<file path="src/rtl/exec_sequencer_if.sv">
// Sequencer <-> datapath/control-panel bundle: button, run switch, breakpoint,
// current instruction in; commit enable and status out.
interface exec_sequencer_if;
    logic        step_btn;
    logic        run_sw;
    logic        bp_en;
    logic [31:0] bp_addr;
    logic [31:0] cur_pc;
    logic [5:0]  op;
    logic        cpu_en;
    logic [1:0]  state;
    logic        halted;
    logic [15:0] instr_count;

    modport master (
        output step_btn, run_sw, bp_en, bp_addr, cur_pc, op,
        input  cpu_en, state, halted, instr_count
    );

    modport slave (
        input  step_btn, run_sw, bp_en, bp_addr, cur_pc, op,
        output cpu_en, state, halted, instr_count
    );
endinterface

</file>
<file path="src/rtl/exec_sequencer.sv">
// Single-step / free-run execution sequencer with debounced step button,
// PC breakpoint and halt opcode; cpu_en gates one instruction commit per cycle.
module exec_sequencer #(
    parameter int unsigned DB_CYCLES = 20,
    parameter logic [5:0]  HALT_OP   = 6'b111111
) (
    input logic             CLK,
    input logic             Reset,
    exec_sequencer_if.slave bus
);

    typedef enum logic [1:0] {
        IDLE = 2'b00,
        STEP = 2'b01,
        RUN  = 2'b10,
        HALT = 2'b11
    } state_t;

    localparam logic [15:0] DB_LAST = 16'(DB_CYCLES - 1);

    logic        sync_q1, sync_q2;
    logic        db_level, db_prev;
    logic [15:0] db_cnt;
    logic        step_req, halt_hit, bp_hit;
    state_t      st;
    logic        cpu_en_q, halted_q;
    logic [15:0] cnt_q;

    always_ff @(posedge CLK or negedge Reset) begin
        if (!Reset) begin
            sync_q1 <= 1'b0;
            sync_q2 <= 1'b0;
        end else begin
            sync_q1 <= bus.step_btn;
            sync_q2 <= sync_q1;
        end
    end

    // Level flips on the DB_CYCLES-th consecutive differing sample.
    always_ff @(posedge CLK or negedge Reset) begin
        if (!Reset) begin
            db_level <= 1'b0;
            db_prev  <= 1'b0;
            db_cnt   <= '0;
        end else begin
            db_prev <= db_level;
            if (sync_q2 == db_level) begin
                db_cnt <= '0;
            end else if (db_cnt == DB_LAST) begin
                db_level <= sync_q2;
                db_cnt   <= '0;
            end else begin
                db_cnt <= db_cnt + 16'd1;
            end
        end
    end

    assign step_req = db_level & ~db_prev;
    assign halt_hit = (bus.op == HALT_OP);
    assign bp_hit   = bus.bp_en && (bus.cur_pc == bus.bp_addr);

    // cur_pc is the instruction the datapath will commit if cpu_en is raised
    // at this edge, so stop conditions are judged on it before committing.
    // Entry from IDLE commits without a breakpoint check, which lets a run
    // resume past the breakpoint it stopped on.
    always_ff @(posedge CLK or negedge Reset) begin
        if (!Reset) begin
            st       <= IDLE;
            cpu_en_q <= 1'b0;
            halted_q <= 1'b0;
        end else begin
            cpu_en_q <= 1'b0;
            if (st != HALT && halt_hit) begin
                st       <= HALT;
                halted_q <= 1'b1;
            end else begin
                case (st)
                    IDLE: begin
                        if (bus.run_sw) begin
                            st       <= RUN;
                            cpu_en_q <= 1'b1;
                        end else if (step_req) begin
                            st       <= STEP;
                            cpu_en_q <= 1'b1;
                        end
                    end
                    STEP: st <= IDLE;
                    RUN: begin
                        if (!bus.run_sw || bp_hit) st <= IDLE;
                        else                       cpu_en_q <= 1'b1;
                    end
                    default: st <= HALT;
                endcase
            end
        end
    end

    always_ff @(posedge CLK or negedge Reset) begin
        if (!Reset)        cnt_q <= '0;
        else if (cpu_en_q) cnt_q <= cnt_q + 16'd1;
    end

    assign bus.cpu_en      = cpu_en_q;
    assign bus.state       = st;
    assign bus.halted      = halted_q;
    assign bus.instr_count = cnt_q;

endmodule

</file>
<file path="src/flat_wrapper.sv">
// flat-port wrapper written by rule: the top's interface ports become plain ports
module exec_sequencer_flat 
#(
    parameter int unsigned DB_CYCLES = 20,
    parameter logic [5:0]  HALT_OP   = 6'b111111
)
  (CLK, Reset, bus_step_btn, bus_run_sw, bus_bp_en, bus_bp_addr, bus_cur_pc, bus_op, bus_cpu_en, bus_state, bus_halted, bus_instr_count);
  exec_sequencer_if bus_i ();
  input logic CLK;
  input logic Reset;
  input wire logic [$bits(bus_i.step_btn)-1:0] bus_step_btn;
  input wire logic [$bits(bus_i.run_sw)-1:0] bus_run_sw;
  input wire logic [$bits(bus_i.bp_en)-1:0] bus_bp_en;
  input wire logic [$bits(bus_i.bp_addr)-1:0] bus_bp_addr;
  input wire logic [$bits(bus_i.cur_pc)-1:0] bus_cur_pc;
  input wire logic [$bits(bus_i.op)-1:0] bus_op;
  output wire logic [$bits(bus_i.cpu_en)-1:0] bus_cpu_en;
  output wire logic [$bits(bus_i.state)-1:0] bus_state;
  output wire logic [$bits(bus_i.halted)-1:0] bus_halted;
  output wire logic [$bits(bus_i.instr_count)-1:0] bus_instr_count;
  assign bus_i.step_btn = bus_step_btn;
  assign bus_i.run_sw = bus_run_sw;
  assign bus_i.bp_en = bus_bp_en;
  assign bus_i.bp_addr = bus_bp_addr;
  assign bus_i.cur_pc = bus_cur_pc;
  assign bus_i.op = bus_op;
  assign bus_cpu_en = bus_i.cpu_en;
  assign bus_state = bus_i.state;
  assign bus_halted = bus_i.halted;
  assign bus_instr_count = bus_i.instr_count;
  exec_sequencer #(.DB_CYCLES(DB_CYCLES), .HALT_OP(HALT_OP)) u_core (.CLK(CLK), .Reset(Reset), .bus(bus_i));
endmodule
</file>
<file path="config.mk">
export PLATFORM = sky130hd
export DESIGN_NAME = exec_sequencer_flat
export DESIGN_NICKNAME = d
export VERILOG_FILES = /design/src/rtl/exec_sequencer_if.sv /design/src/rtl/exec_sequencer.sv /design/src/flat_wrapper.sv
export SDC_FILE = /design/constraint.sdc
export NUM_CORES = 1
export LEC_CHECK = 0
export ABC_AREA = 0
export ABC_CLOCK_PERIOD_IN_PS = 3200
export CAP_MARGIN = 10
export CORE_MARGIN = 1.5
export CORE_UTILIZATION = 46
export CTS_BUF_LIST = sky130_fd_sc_hd__clkbuf_4 sky130_fd_sc_hd__clkbuf_8 sky130_fd_sc_hd__clkbuf_16
export DETAILED_ROUTE_END_ITERATION = 8
export GPL_TIMING_DRIVEN = 0
export PLACE_DENSITY = 0.92
export SETUP_SLACK_MARGIN = 0.05
export SKIP_LAST_GASP = 1
export SYNTH_ARGS = -nofsm -noshare
export SYNTH_HDL_FRONTEND = slang
export SYNTH_SLANG_ARGS = --single-unit
</file>
<file path="constraint.sdc">
create_clock -name CLK -period 3.2 [get_ports CLK]
set_input_delay 0.32 -clock CLK [delete_from_list [all_inputs] [get_ports CLK]]
set_output_delay 0.32 -clock CLK [all_outputs]
set_load 0.1 [all_outputs]
</file>
==> flow_summary_export.csv <==
group,metric,value,unit
logic_synthesis,ys.flop_type,"dfrtp_1",
worst_setup_path,crit_path_start_kind,"flip-flop",
placed_design,finalWeightedCongestion,0.8072,
logic_synthesis,yosysUniqueCellTypes,33,
cts,insertion_delay,290,ps
timing,fin_setup_tns,0,ps
placed_design,dp_hpwl,3841,um
cts,cts_buffers,5,
worst_setup_path,worst-setup-path-type,"reg -> out",
worst_setup_path,worstSetupEndpointType,"output port",
logic_synthesis,yosysTopAreaCellShare,0.4571,
cts,cts_setup_buffers,0,
logic_synthesis,synth_nets,299,
cts,cts.repair.resized,0,
grt,grtUsageMet3,0.04444,
logic_synthesis,yosys_warnings,0,
grt,antenna_found_initial,0,
timing,post-route-period-util,0.7106,
worst_setup_path,ff2ff_path_depth,7,
power_and_ir_drop,totalPowerFinal,2.045,mW
layout,n_fill_cell,306,
floorplan,row_count,24,
worst_setup_path,critical_path.max_stage_delay,1200,ps
cts,cts.sinks,40,
floorplan,die_y,71.99,um
floorplan,coreArea,4474,um2
worst_setup_path,cp_num_buf_inv,1,
cts,root_buffer,"clkbuf_8",
layout,drive_gt1_frac,0.04375,
logic_synthesis,synthArstFlopShare,1.000,
power_and_ir_drop,p_leak,1.348,nW
worst_setup_path,slowest_stage,"clkdlybuf4s50_1",
grt,grt_max_degree,41,
layout,syn2layout_area_growth,51.60,%
route,wirelength,4717,um
timing,setup_viol,0,
route,drtAntennaViolNets,0,
grt,grt.busiest_layer,"met2",
floorplan,io_pins,95,
worst_setup_path,crit_required,2880,ps
outcome,status,"completed",
grt,grt_use_total,0.1978,
power_and_ir_drop,vdd.ir_drop.worst,0.3885,mV
grt,grt_pass1_wl,8038,um
route,drtIter0Drc,70,
cts,clkTransAtPathRegs,70,ps
route,wire_per_inst,12.68,um
logic_synthesis,synth-seq-area-share,0.4571,
worst_setup_path,r2r_slack,1320,ps
timing,fin_skew,3.487,ps
floorplan,die_area,5183,um2
timing,tightestPinTransition,1002,ps
placed_design,io_buffer_count,94,
layout,final_cell_area,3319,um2
grt,gr-total-overflow,0,
layout,antenna_cells,0,
route,via_per_inst,5.145,
flow_run,max-cap-violations,0,
grt,met1_usage,0.2296,
layout,multi_input_area,1147,um2
placed_design,post_dp_cell_area,3191,um2
layout,register_area,1001,um2
logic_synthesis,synth_largest_area_cell,"dfrtp_1",
timing,fmax,439.8,MHz
worst_setup_path,crit_family,"buffers and inverters",
worst_setup_path,r2r-start,"u_core.db_cnt[0]$_DFF_PN0_",
timing,slew_viol_final,0,
cts,cts_max_level,2,
logic_synthesis,syn_area,2190,um2
logic_synthesis,ys_ff_latch,40,
logic_synthesis,synthTopCellsByArea,"dfrtp_1, xnor2_1, xor2_1, nand4_1, nor2_1",
cts,cts_tree,"done",
worst_setup_path,cp_max_fo,7,
worst_setup_path,cp.arrival,1950,ps
floorplan,die_w,71.99,um
power_and_ir_drop,power.density,616.0,nW/um2
logic_synthesis,synthCells,219,
layout,nets,400,
timing,relSlewSlack,0.3297,
cts,cts_max_path_buffers,2,
worst_hold_path,hold_class,"in -> async",
floorplan,initial_core_util,0.4894,
worst_setup_path,path_cells,"clkdlybuf4s50_1",
timing,rsz0062_at_grt,"false",
grt,first_global_vias,1959,
route,dr.pass1.iters,4,
timing,final_hold_viol_count,0,
worst_setup_path,r2r_end,"u_core.db_cnt[12]$_DFF_PN0_",
grt,grt_util_met2,0.3508,
timing,layout_min_cycle_time,2274,ps
logic_synthesis,synth_area_per_cell,9.998,um2
cts,holdBufCountCts,0,
route,vias,1914,
route,drcViolationCount,0,
logic_synthesis,synth_edf_count,0,
layout,fin_util,0.7419,
metrics by stage:
step	hold WS [ps]	cells	worst slack, ps
floorplan	24.41	219	960.5
global placement	346.4	365	821.6
detailed placement	352.4	365	808.7
CTS	156.8	372	905.9
global route	211.5	372	869.2
finish	125.8	372	926.1
flip-flops by register name, indices dropped and copies added (netlist names):
signal and count:
u_core.bus.state 2, u_core.sync_q1 1, u_core.bus.instr_count 16, u_core.db_prev 1
u_core.bus.cpu_en 1, u_core.db_level 1, u_core.db_cnt 16, u_core.bus.halted 1
u_core.sync_q2 1
cells in the mapped netlist, drive strengths merged, types with 3 or more instances:
cell,number
a21oi,3
inv,10
nor4,4
and3,3
nor2,24
xnor2,41
nand2b,3
nand2,13
ha,5
xor2,17
nand4,15
nor3,5
dfrtp,40
nand3,14
layout make-up:
class,count,area share
Tap cell,52,0.01960
Buffer,1,0.001131
Clock inverter,2,0.01809
Timing Repair Buffer,94,0.2819
Multi-Input combinational cell,168,0.3456
Sequential cell,40,0.3015
Inverter,10,0.01131
Clock buffer,5,0.02073
power breakdown:
part	total (mW)	internal [mW]	leakage (nW)	switching [mW]
clock network	0.474	0.307	0.0642	0.167
logic	0.916	0.311	0.749	0.605
registers	0.655	0.571	0.535	0.0832
worst max path at each step:
stage | start | end | depth (start not counted)
3_5_place_dp | bus_bp_addr[31] | u_core.bus.state[0]$_DFFE_PN0P_ | 7
2_1_floorplan | u_core.bus.instr_count[0]$_DFFE_PN0P_ | u_core.bus.instr_count[14]$_DFFE_PN0P_ | 5
6_report | u_core.bus.cpu_en$_DFF_PN0_ | bus_cpu_en | 1
4_1_cts | u_core.bus.cpu_en$_DFF_PN0_ | bus_cpu_en | 1
3_3_place_gp | bus_bp_addr[31] | u_core.bus.state[0]$_DFFE_PN0P_ | 7
5_1_grt | u_core.bus.cpu_en$_DFF_PN0_ | bus_cpu_en | 1
per-layer routing:
| metal | wire, um | up-vias |
|---|---|---|
| met4 | 92 | 0 |
| met1 | 1964 | 874 |
| met2 | 2356 | 83 |
| met3 | 304 | 10 |
| met5 | 0 | - |
| li1 | - | 947 |
cells in the final DEF (no fill, tap or decap), drive strengths merged, types with 2 or more instances in the layout:
| cell | count |
|---|---|
| clkbuf | 6 |
| mux2 | 2 |
| and3 | 3 |
| nor2b | 2 |
| nand2 | 13 |
| a21oi | 3 |
| inv | 10 |
| o21ai | 2 |
| and2 | 2 |
| xor2 | 17 |
| xnor2 | 41 |
| nor4 | 4 |
| dfrtp | 40 |
| or2 | 2 |
| clkdlybuf4s50 | 93 |
| nor2 | 24 |
| bufinv | 2 |
| ha | 5 |
| nand2b | 3 |
| nor3 | 5 |
| nand4 | 15 |
| nand3 | 14 |
logic make-up after synthesis:
logic type	share of synthesized area
AND/OR/NAND/NOR	0.2137
XOR/XNOR	0.2320
flip-flops	0.4571
AO/OA/AOI/OAI	0.03486
buffers and inverters	0.01886
adder cells (fa/ha/maj)	0.02857
multiplexers	0.01486
(Power assumes the default switching activity.)
